===== config.mk =====
export PLATFORM = sky130hd
export DESIGN_NAME = alu_unit
export DESIGN_NICKNAME = d
export VERILOG_FILES = /design/src/rtl/alu_unit.sv
export SDC_FILE = /design/constraint.sdc
export NUM_CORES = 1
export LEC_CHECK = 0
export BUFFER_PORTS_ARGS = -buffer_cell sky130_fd_sc_hd__buf_2
export CORE_MARGIN = 2
export CORE_UTILIZATION = 35
export CTS_CLUSTER_SIZE = 8
export DETAILED_ROUTE_END_ITERATION = 10
export PLACE_DENSITY_LB_ADDON = 0.25
export SETUP_SLACK_MARGIN = 0.3
export SKIP_LAST_GASP = 1
export SLEW_MARGIN = 0
export SYNTH_ARGS = -nofsm -noshare
export SYNTH_HDL_FRONTEND = slang
export SYNTH_SLANG_ARGS = --single-unit

===== constraint.sdc =====
create_clock -name CLK -period 3.1 [get_ports CLK]
set_input_delay 0.155 -clock CLK [delete_from_list [all_inputs] [get_ports CLK]]
set_output_delay 0.155 -clock CLK [all_outputs]
set_load 0.03 [all_outputs]

===== src/rtl/alu_unit.sv =====
// rtl/alu_unit.sv - ALU, registered flags and jump-condition driven program counter
// Optional ALU_SHIFT_BY_B_EN: shifts/rotates take their amount from b[2:0] instead of 1.
module alu_unit #(
  parameter int WIDTH = 8
) (
  input  logic             CLK,
  input  logic             RST,
  input  logic [WIDTH-1:0] a,
  input  logic [WIDTH-1:0] b,
  input  logic [3:0]       opcode,
  output logic [WIDTH-1:0] alu_out,
  output logic [WIDTH-1:0] alu_flags,
  input  logic             flag_we,
  output logic [WIDTH-1:0] flags,
  input  logic [2:0]       jmp_sel,
  input  logic             jmp_pol,
  input  logic [WIDTH-1:0] imm,
  output logic             pl_e,
  output logic [WIDTH-1:0] pc
);

  logic [WIDTH-1:0] flags_q, flags_d;
  logic [WIDTH-1:0] pc_q, pc_d;
  logic [WIDTH-1:0] res;
  logic             carry;
  logic             ovf;
  logic [3:0]       amt;

`ifdef ALU_SHIFT_BY_B_EN
  assign amt = {1'b0, b[2:0]};
`else
  assign amt = 4'd1;
`endif

  always_comb begin
    res   = '0;
    carry = 1'b0;
    ovf   = 1'b0;
    case (opcode[2:0])
      3'b000: begin
        if (opcode[3]) begin
          {carry, res} = {1'b0, a} - {1'b0, b};
          ovf = (a[7] != b[7]) && (res[7] != a[7]);
        end else begin
          {carry, res} = {1'b0, a} + {1'b0, b};
          ovf = (a[7] == b[7]) && (res[7] != a[7]);
        end
      end
      3'b001: res = a ^ b;
      3'b010: res = a & b;
      3'b011: res = opcode[3] ? ~(a | b) : (a | b);
      // Widened shifts leave the last bit shifted out in the spare position; it is 0 for amount 0.
      3'b100: {carry, res} = {1'b0, a} << amt;
      3'b101: {res, carry} = {a, 1'b0} >> amt;
      3'b110: begin
        res   = (a << amt) | (a >> (4'd8 - amt));
        carry = (amt != 4'd0) && res[0];
      end
      default: begin
        res   = (a >> amt) | (a << (4'd8 - amt));
        carry = (amt != 4'd0) && res[7];
      end
    endcase
  end

  assign alu_out   = res;
  assign alu_flags = {2'b00, ~^res, ovf, res[7], carry, (res == '0), 1'b0};

  // Jump condition looks only at the registered flags, so a same-edge write cannot affect it.
  assign pl_e = ~(flags_q[jmp_sel] ^ jmp_pol);

  always_comb begin
    flags_d = flag_we ? alu_flags : flags_q;
    pc_d    = pl_e ? imm : pc_q + 8'd1;
  end

  always_ff @(posedge CLK) begin
    if (RST) begin
      flags_q <= '0;
      pc_q    <= '0;
    end else begin
      flags_q <= flags_d;
      pc_q    <= pc_d;
    end
  end

  assign flags = flags_q;
  assign pc    = pc_q;

endmodule


After elaboration in Yosys (flattened, before gate mapping)
Index checks and enable logic that the tools add are counted.

Add/subtract/negate cells: 3. Magnitude comparators: 1. Eq/ne operators: 10. Muxes and demuxes: 10. Bitwise gates (word level): 8. Reduce and logical (&&, ||, !) cells: 6.

Operator list (number): case mux 8 bit (7 select lines) (1); two-way mux 8 bit (3); adder 8 x 8 -> 9 bit (1); equality test 3 bit (second input constant) (3); subtractor 8 x 8 -> 9 bit (1); adder 8 x 1 -> 8 bit (second input constant) (1); bitwise AND 8 bit (1); zero test 8 bit (1); inverter 8 bit (1); OR 7 x 8 -> 8 bit (1); OR 8 x 1 -> 8 bit (1); OR 8 bit (1); XNOR reduction 8 bit (1); bitwise XOR 8 bit (1); equality test 3 x 2 -> 1 bit (second input constant) (2); case mux 1 bit (5 select lines) (1); < comparator 3 x 4 -> 1 bit (second input constant) (1); two-way mux 1 bit (4); binary-select mux 1 bit (select 3 bit) (1); equality test 3 x 1 -> 1 bit (second input constant) (1); zero test 3 bit (1); != test 1 bit (3); OR reduction 3 bit (1); logical AND 1 bit (2); other kinds (3) (3).

Flip-flop bits (word level): 13. Input bits: 35. Word-level logic and storage cells: 40.

Longest topological paths before layout
Depth in word-level cells: 5. Depth in mapped cells: 14. Mapped depth without buffers: 14.

Worst setup path after synthesis
Ideal clock, no wire load.

Path kind: in2reg. Start point: in a[4]. End point: reg flags_q[5] (netlist: flags[5]). Data arrival time: 2942 ps. Path slack: 91 ps. Stages on the path: 12. Buffers on the path: 0. Path through: inv_1 > ha_1 > a21o_1 > a21o_1 > a221o_1 > a221o_1 > nor2_2 > ha_1 > xnor2_1 > xnor2_1 > mux2i_1 > nor2_1.

Longest elaborated chain between the ends: 5. Elaborated cells between the ends (all ways): 12. Classes of those cells: add/sub: 2; mux: 3; bitwise: 6; reduce/logical: 1.

Ends and longest elaborated chain: start: declaration (line 8) `input logic [WIDTH-1:0] a,`; parallel branches: the longest is 3 deep, another holds adder 8 x 8 -> 9 bit; case mux 8 bit (7 select lines) * (line 39) `case (opcode[2:0])`; XNOR reduction 8 bit * (line 67) `assign alu_flags = {2'b00, ~^res, ovf, res[7], carry, (res == '0), 1'b0};`; named net alu_flags[5] (line 12) `output logic [WIDTH-1:0] alu_flags,`; end signal: assignment (line 82) `flags_q <= flags_d;`; end: declaration (line 22) `logic [WIDTH-1:0] flags_q, flags_d;`.

Mark *: on every way through the listed nets, which the timed path passes. A chain may end at the register's enable or synchronous reset.

Worst setup path in the final report
Start point: in a[1]. End point: out alu_flags[5].

Longest elaborated chain between the ends: 5. Elaborated cells between the ends (all ways): 12. Classes of those cells: add/sub: 2; mux: 3; bitwise: 6; reduce/logical: 1.

Ends and longest elaborated chain (line): parallel branches: the longest is 3 deep, another holds adder 8 x 8 -> 9 bit; case mux 8 bit (7 select lines) * (39); XNOR reduction 8 bit * (67); end: declaration (12).

Every way passes the cells marked *.

==> impl_summary.md <==
Critical path
The worst reg2reg path endpoint is pc[0]. The critical path goes through buf_2, inv_2, fa_2, o21bai_4, a211oi_2, o21bai_1, o22ai_1, mux2i_1, nand2_1, ha_4, xnor2_4, xnor2_2, buf_6. The worst setup path is launched from a primary input.

Broken down by cell family, the worst path's largest delay share belongs to adder cells. The reg-to-reg critical path startpoint is flags[2]. The setup slack on the worst flop-to-flop path is 1.45 ns. Together, buffers and inverters on the worst path number 3.

The peak fanout along the critical path is 6. The worst setup path is of the primary input to output port kind. The cell at the slowest stage of the critical path is sky130_fd_sc_hd__fa_2. The data arrival time of the worst path is 2.60 ns.

The termination of the worst setup path is alu_flags[5]. The data required time at the worst endpoint is 2.94 ns. The launching element of the worst setup path is a[1]. The critical path runs through a total of 13 cells. For the worst flop-to-flop path, the logic depth is 7.

On the worst path, the slowest cell contributes a delay of 0.43 ns. The capturing element type of the critical path is an output port.

Pwr
Per report_power, the clock group accounts for about 14% of the total. Of the total power, the share spent switching nets is between 40 and 50%. In this run, flip-flops and latches consume about a fifth of the power.

Overall power consumption after layout is estimated at between 1 and 1.5 mW. For this design the ratio of total power to cell area is 357 mW/mm^2. Summed over all cells, the static leakage comes to 1.41 nW. The internal power of the cells is 0.580 mW. The worst voltage drop across the vdd grid is 0.337 mV. Summed over all nets, the switching power comes to approximately 0.46 mW. The fraction of power consumed by combinational cells is 66.5%.

Drt
The DRC violation count after routing is 0. Across all layers, the routed design uses 2271 vias. Once detail routing completed, the nets flagged for antenna violations numbered 0. The initial DRC count is between 100 and 150. The wire length per cell is 13.8 um.

The aggregate routed wire length is 6060 um. The ratio of routed vias to standard cells is 5.18. The first-pass detailed-route iteration total is 4.

Logic synthesis
The number of enable-type register cells in the synthesized netlist is 0. The mapped netlist covers approximately 0.0023 mm^2. Yosys attributes the largest share of cell area to sky130_fd_sc_hd__ha_1 (16%), sky130_fd_sc_hd__dfxtp_1 (11%), sky130_fd_sc_hd__mux2i_1 (6.2%).

The number of instances in the synthesized netlist is slightly below 300. The share of synthesized registers carrying an async set or reset is 0%. The number of warnings printed during yosys synthesis is 0. The most common cell in the synthesized netlist is sky130_fd_sc_hd__ha_1. The share of synthesized area in the top cell type comes to 16.0%. The synthesized netlist contains a little over 60 unique library cells.

The register area share after synthesis is 11.5%. The average instance in the mapped netlist occupies 7.70 um^2. After synthesis, the most frequently instantiated cells are sky130_fd_sc_hd__ha_1 (29), sky130_fd_sc_hd__inv_1 (28), sky130_fd_sc_hd__nor2_1 (28), sky130_fd_sc_hd__nand2_1 (18). In this run, synthesis produced a sequential element count of 13. The leading register cell type out of synthesis is sky130_fd_sc_hd__dfxtp_1. The post-synthesis cell type with the largest combined area is sky130_fd_sc_hd__ha_1.

Clocking
The hold-fix buffer count after cts is 0. The buffer cell driving the clock tree root is sky130_fd_sc_hd__clkbuf_8. The clock-pin slew on the worst setup and hold paths is 0.05 ns. The tree built by TritonCTS fans out to 13 sinks. Clock latency on the worst-skew pair, taken at its later pin, is 0.24 ns. The clock buffer count from CTS is 3. The longest clock path from root to sink contains 2 buffers. The count of H-tree levels built during CTS is 1. The TritonCTS clock tree is done.

Global routing
Global routing finished with a remaining overflow of 0. The number of antenna violations at the first check in global routing came to 0. The global-route usage over all layers is 16.6%.

The first global-routing pass estimated 9950 um of wire. The via count of the first global-routing pass came to around 2100. The met3 capacity usage during global routing is 1.18%. The pin count of the biggest net entering global routing is 26.

The most used routing layer is met2. For this run, global-route usage on met2 was measured as a little over a quarter. In the global route stage, met1 resource usage came out at 24.0%.

Final layout
The synthesis-to-finish area growth is 28.3%. The repair_antennas step left the layout with diodes totalling 0. The number of nets in the finished design is 428. Of the cells placed in the final design, the portion with a size suffix greater than 1 is 33.0%.

Once layout is complete, the utilization of the core stands at 46.2%. The cell area after layout is 0.00291 mm^2.

STA
Dividing the final minimum period by the clock period gives between 80% and 90%. The sum of negative setup slack is 0 ns. The tightest hold margin is 0.151 ns.

Setup repair after global routing could not meet its margin everywhere. Setup violations remaining at the end of the flow were counted as 0. Counting I/O delays and the setup requirement, the final critical path takes between 2 and 3 ns. Static timing analysis puts the maximum clock frequency at ~360 MHz.

The count of pins over their slew limit is 0. The hold violation total from the final report came to 0. The setup skew after layout is roughly 0.00071 ns.

Placement
During placement, the flow inserted port buffers numbering 61. The final estimated routing congestion in global placement is about 0.86. The detailed placement HPWL is 4750 um. The post-placement cell area is 0.00260 mm^2.

Die
After floorplanning, the core was sized to cover approximately 0.0063 mm^2. The effective utilization at floorplan is 36.0%. The area of the die is 0.00715 mm^2. The initialized floorplan defines 29 standard-cell rows. From bottom edge to top edge, the die measures 84.6 um. The die is 84.6 um wide.

Pin placement for this block handled 68 I/O pins.

Hold path
The path class of the tightest hold or removal check is primary input to flip-flop.

Run status
The run finished with clean final reports.

Job
The max capacitance violation total is 0.
==> worst min path at each step <==
stage,to,cells past startpoint,start,slack (ns)
finish,pc[3],3,imm[3],0.15
global route,pc[2],3,imm[2],0.16
CTS,pc[3],3,imm[3],0.15
detailed placement,pc[3],3,imm[3],0.40
global placement,pc[3],3,imm[3],0.40
floorplan,flags[2],1,RST,0.23
==> sequential cells by signal, indices dropped and copies added, names as in the netlist <==
name   count
pc         8
flags      5
==> routing by layer <==
layer	share of wire (%)	vias to the layer above
met2	45	89
met1	48	1020
li1	-	1158
met3	6.1	4
met4	0.66	0
met5	0	-
==> power by group through the flow <==
stage	logic [mW]	registers [mW]	clock network (mW)
global placement	0.577	0.205	0
CTS	0.645	0.202	0.152
finish	0.691	0.202	0.146
global route	0.748	0.205	0.159
detailed placement	0.581	0.206	0
floorplan	0.402	0.240	0
==> cells by family (layout without fill, tap and decap cells) <==
| kind of cell | count (synthesis) | in the layout | synth area share [%] |
|---|---|---|---|
| compound gates | 80 | 80 | 25.3 |
| simple gates | 80 | 80 | 17.2 |
| buf+inv | 51 | 112 | 11.9 |
| fa+ha+maj | 31 | 31 | 17.7 |
| xor+xnor | 22 | 22 | 8.48 |
| mux | 17 | 17 | 7.66 |
| flops | 13 | 13 | 11.5 |
| other cells | 1 | 6 | 0.165 |
==> worst min-delay path: cells and delay by family <==
family / cells / cell delay, ns
multiplexers: 1 / 0.05
buffers and inverters: 1 / 0.07
AND/OR/NAND/NOR: 1 / 0.07
==> through the flow <==
stage / std cells / setup slack [ns]
after CTS: 435 / 0.300
after global placement: 424 / 0.0204
after global routing: 438 / 0.272
final: 438 / 0.349
after detailed placement: 424 / 0.0399
after floorplan: 300 / 0.325
==> cells in the final DEF (no fill, tap or decap), types with 3 or more instances in the layout <==
cell,n
sky130_fd_sc_hd__a211oi_2,4
sky130_fd_sc_hd__a21oi_1,10
sky130_fd_sc_hd__a22oi_1,4
sky130_fd_sc_hd__and2_1,3
sky130_fd_sc_hd__buf_2,56
sky130_fd_sc_hd__buf_4,20
sky130_fd_sc_hd__clkbuf_8,3
sky130_fd_sc_hd__conb_1,6
sky130_fd_sc_hd__dfxtp_1,13
sky130_fd_sc_hd__ha_1,23
sky130_fd_sc_hd__ha_4,6
sky130_fd_sc_hd__inv_1,26
sky130_fd_sc_hd__mux2_2,3
sky130_fd_sc_hd__mux2i_1,14
sky130_fd_sc_hd__nand2_1,18
sky130_fd_sc_hd__nand3_1,7
sky130_fd_sc_hd__nor2_1,28
sky130_fd_sc_hd__nor2b_1,4
sky130_fd_sc_hd__nor3_1,6
sky130_fd_sc_hd__o21a_1,6
sky130_fd_sc_hd__o21ai_0,16
sky130_fd_sc_hd__o22ai_1,3
sky130_fd_sc_hd__o31ai_1,3
sky130_fd_sc_hd__o32ai_2,3
sky130_fd_sc_hd__xnor2_1,13
sky130_fd_sc_hd__xor2_1,6
==> repair_timing <==
action	CTS	global route
pin swaps	14	17
resized for setup	18	19
cloned	0	0
hold endpoints to repair	0	0
buffers inserted	7	3
setup endpoints to repair	1	2
==> final cells by class <==
type | instances | area (um^2)
clock buffer | 4 | 45.0
timing repair buffer | 80 | 475
multi-input combinational | 236 | 1930
inverter | 28 | 105
sequential | 13 | 260
fill | 654 | 3400
tap | 77 | 96.3
No activity file was read; power rests on OpenSTA's default activity.
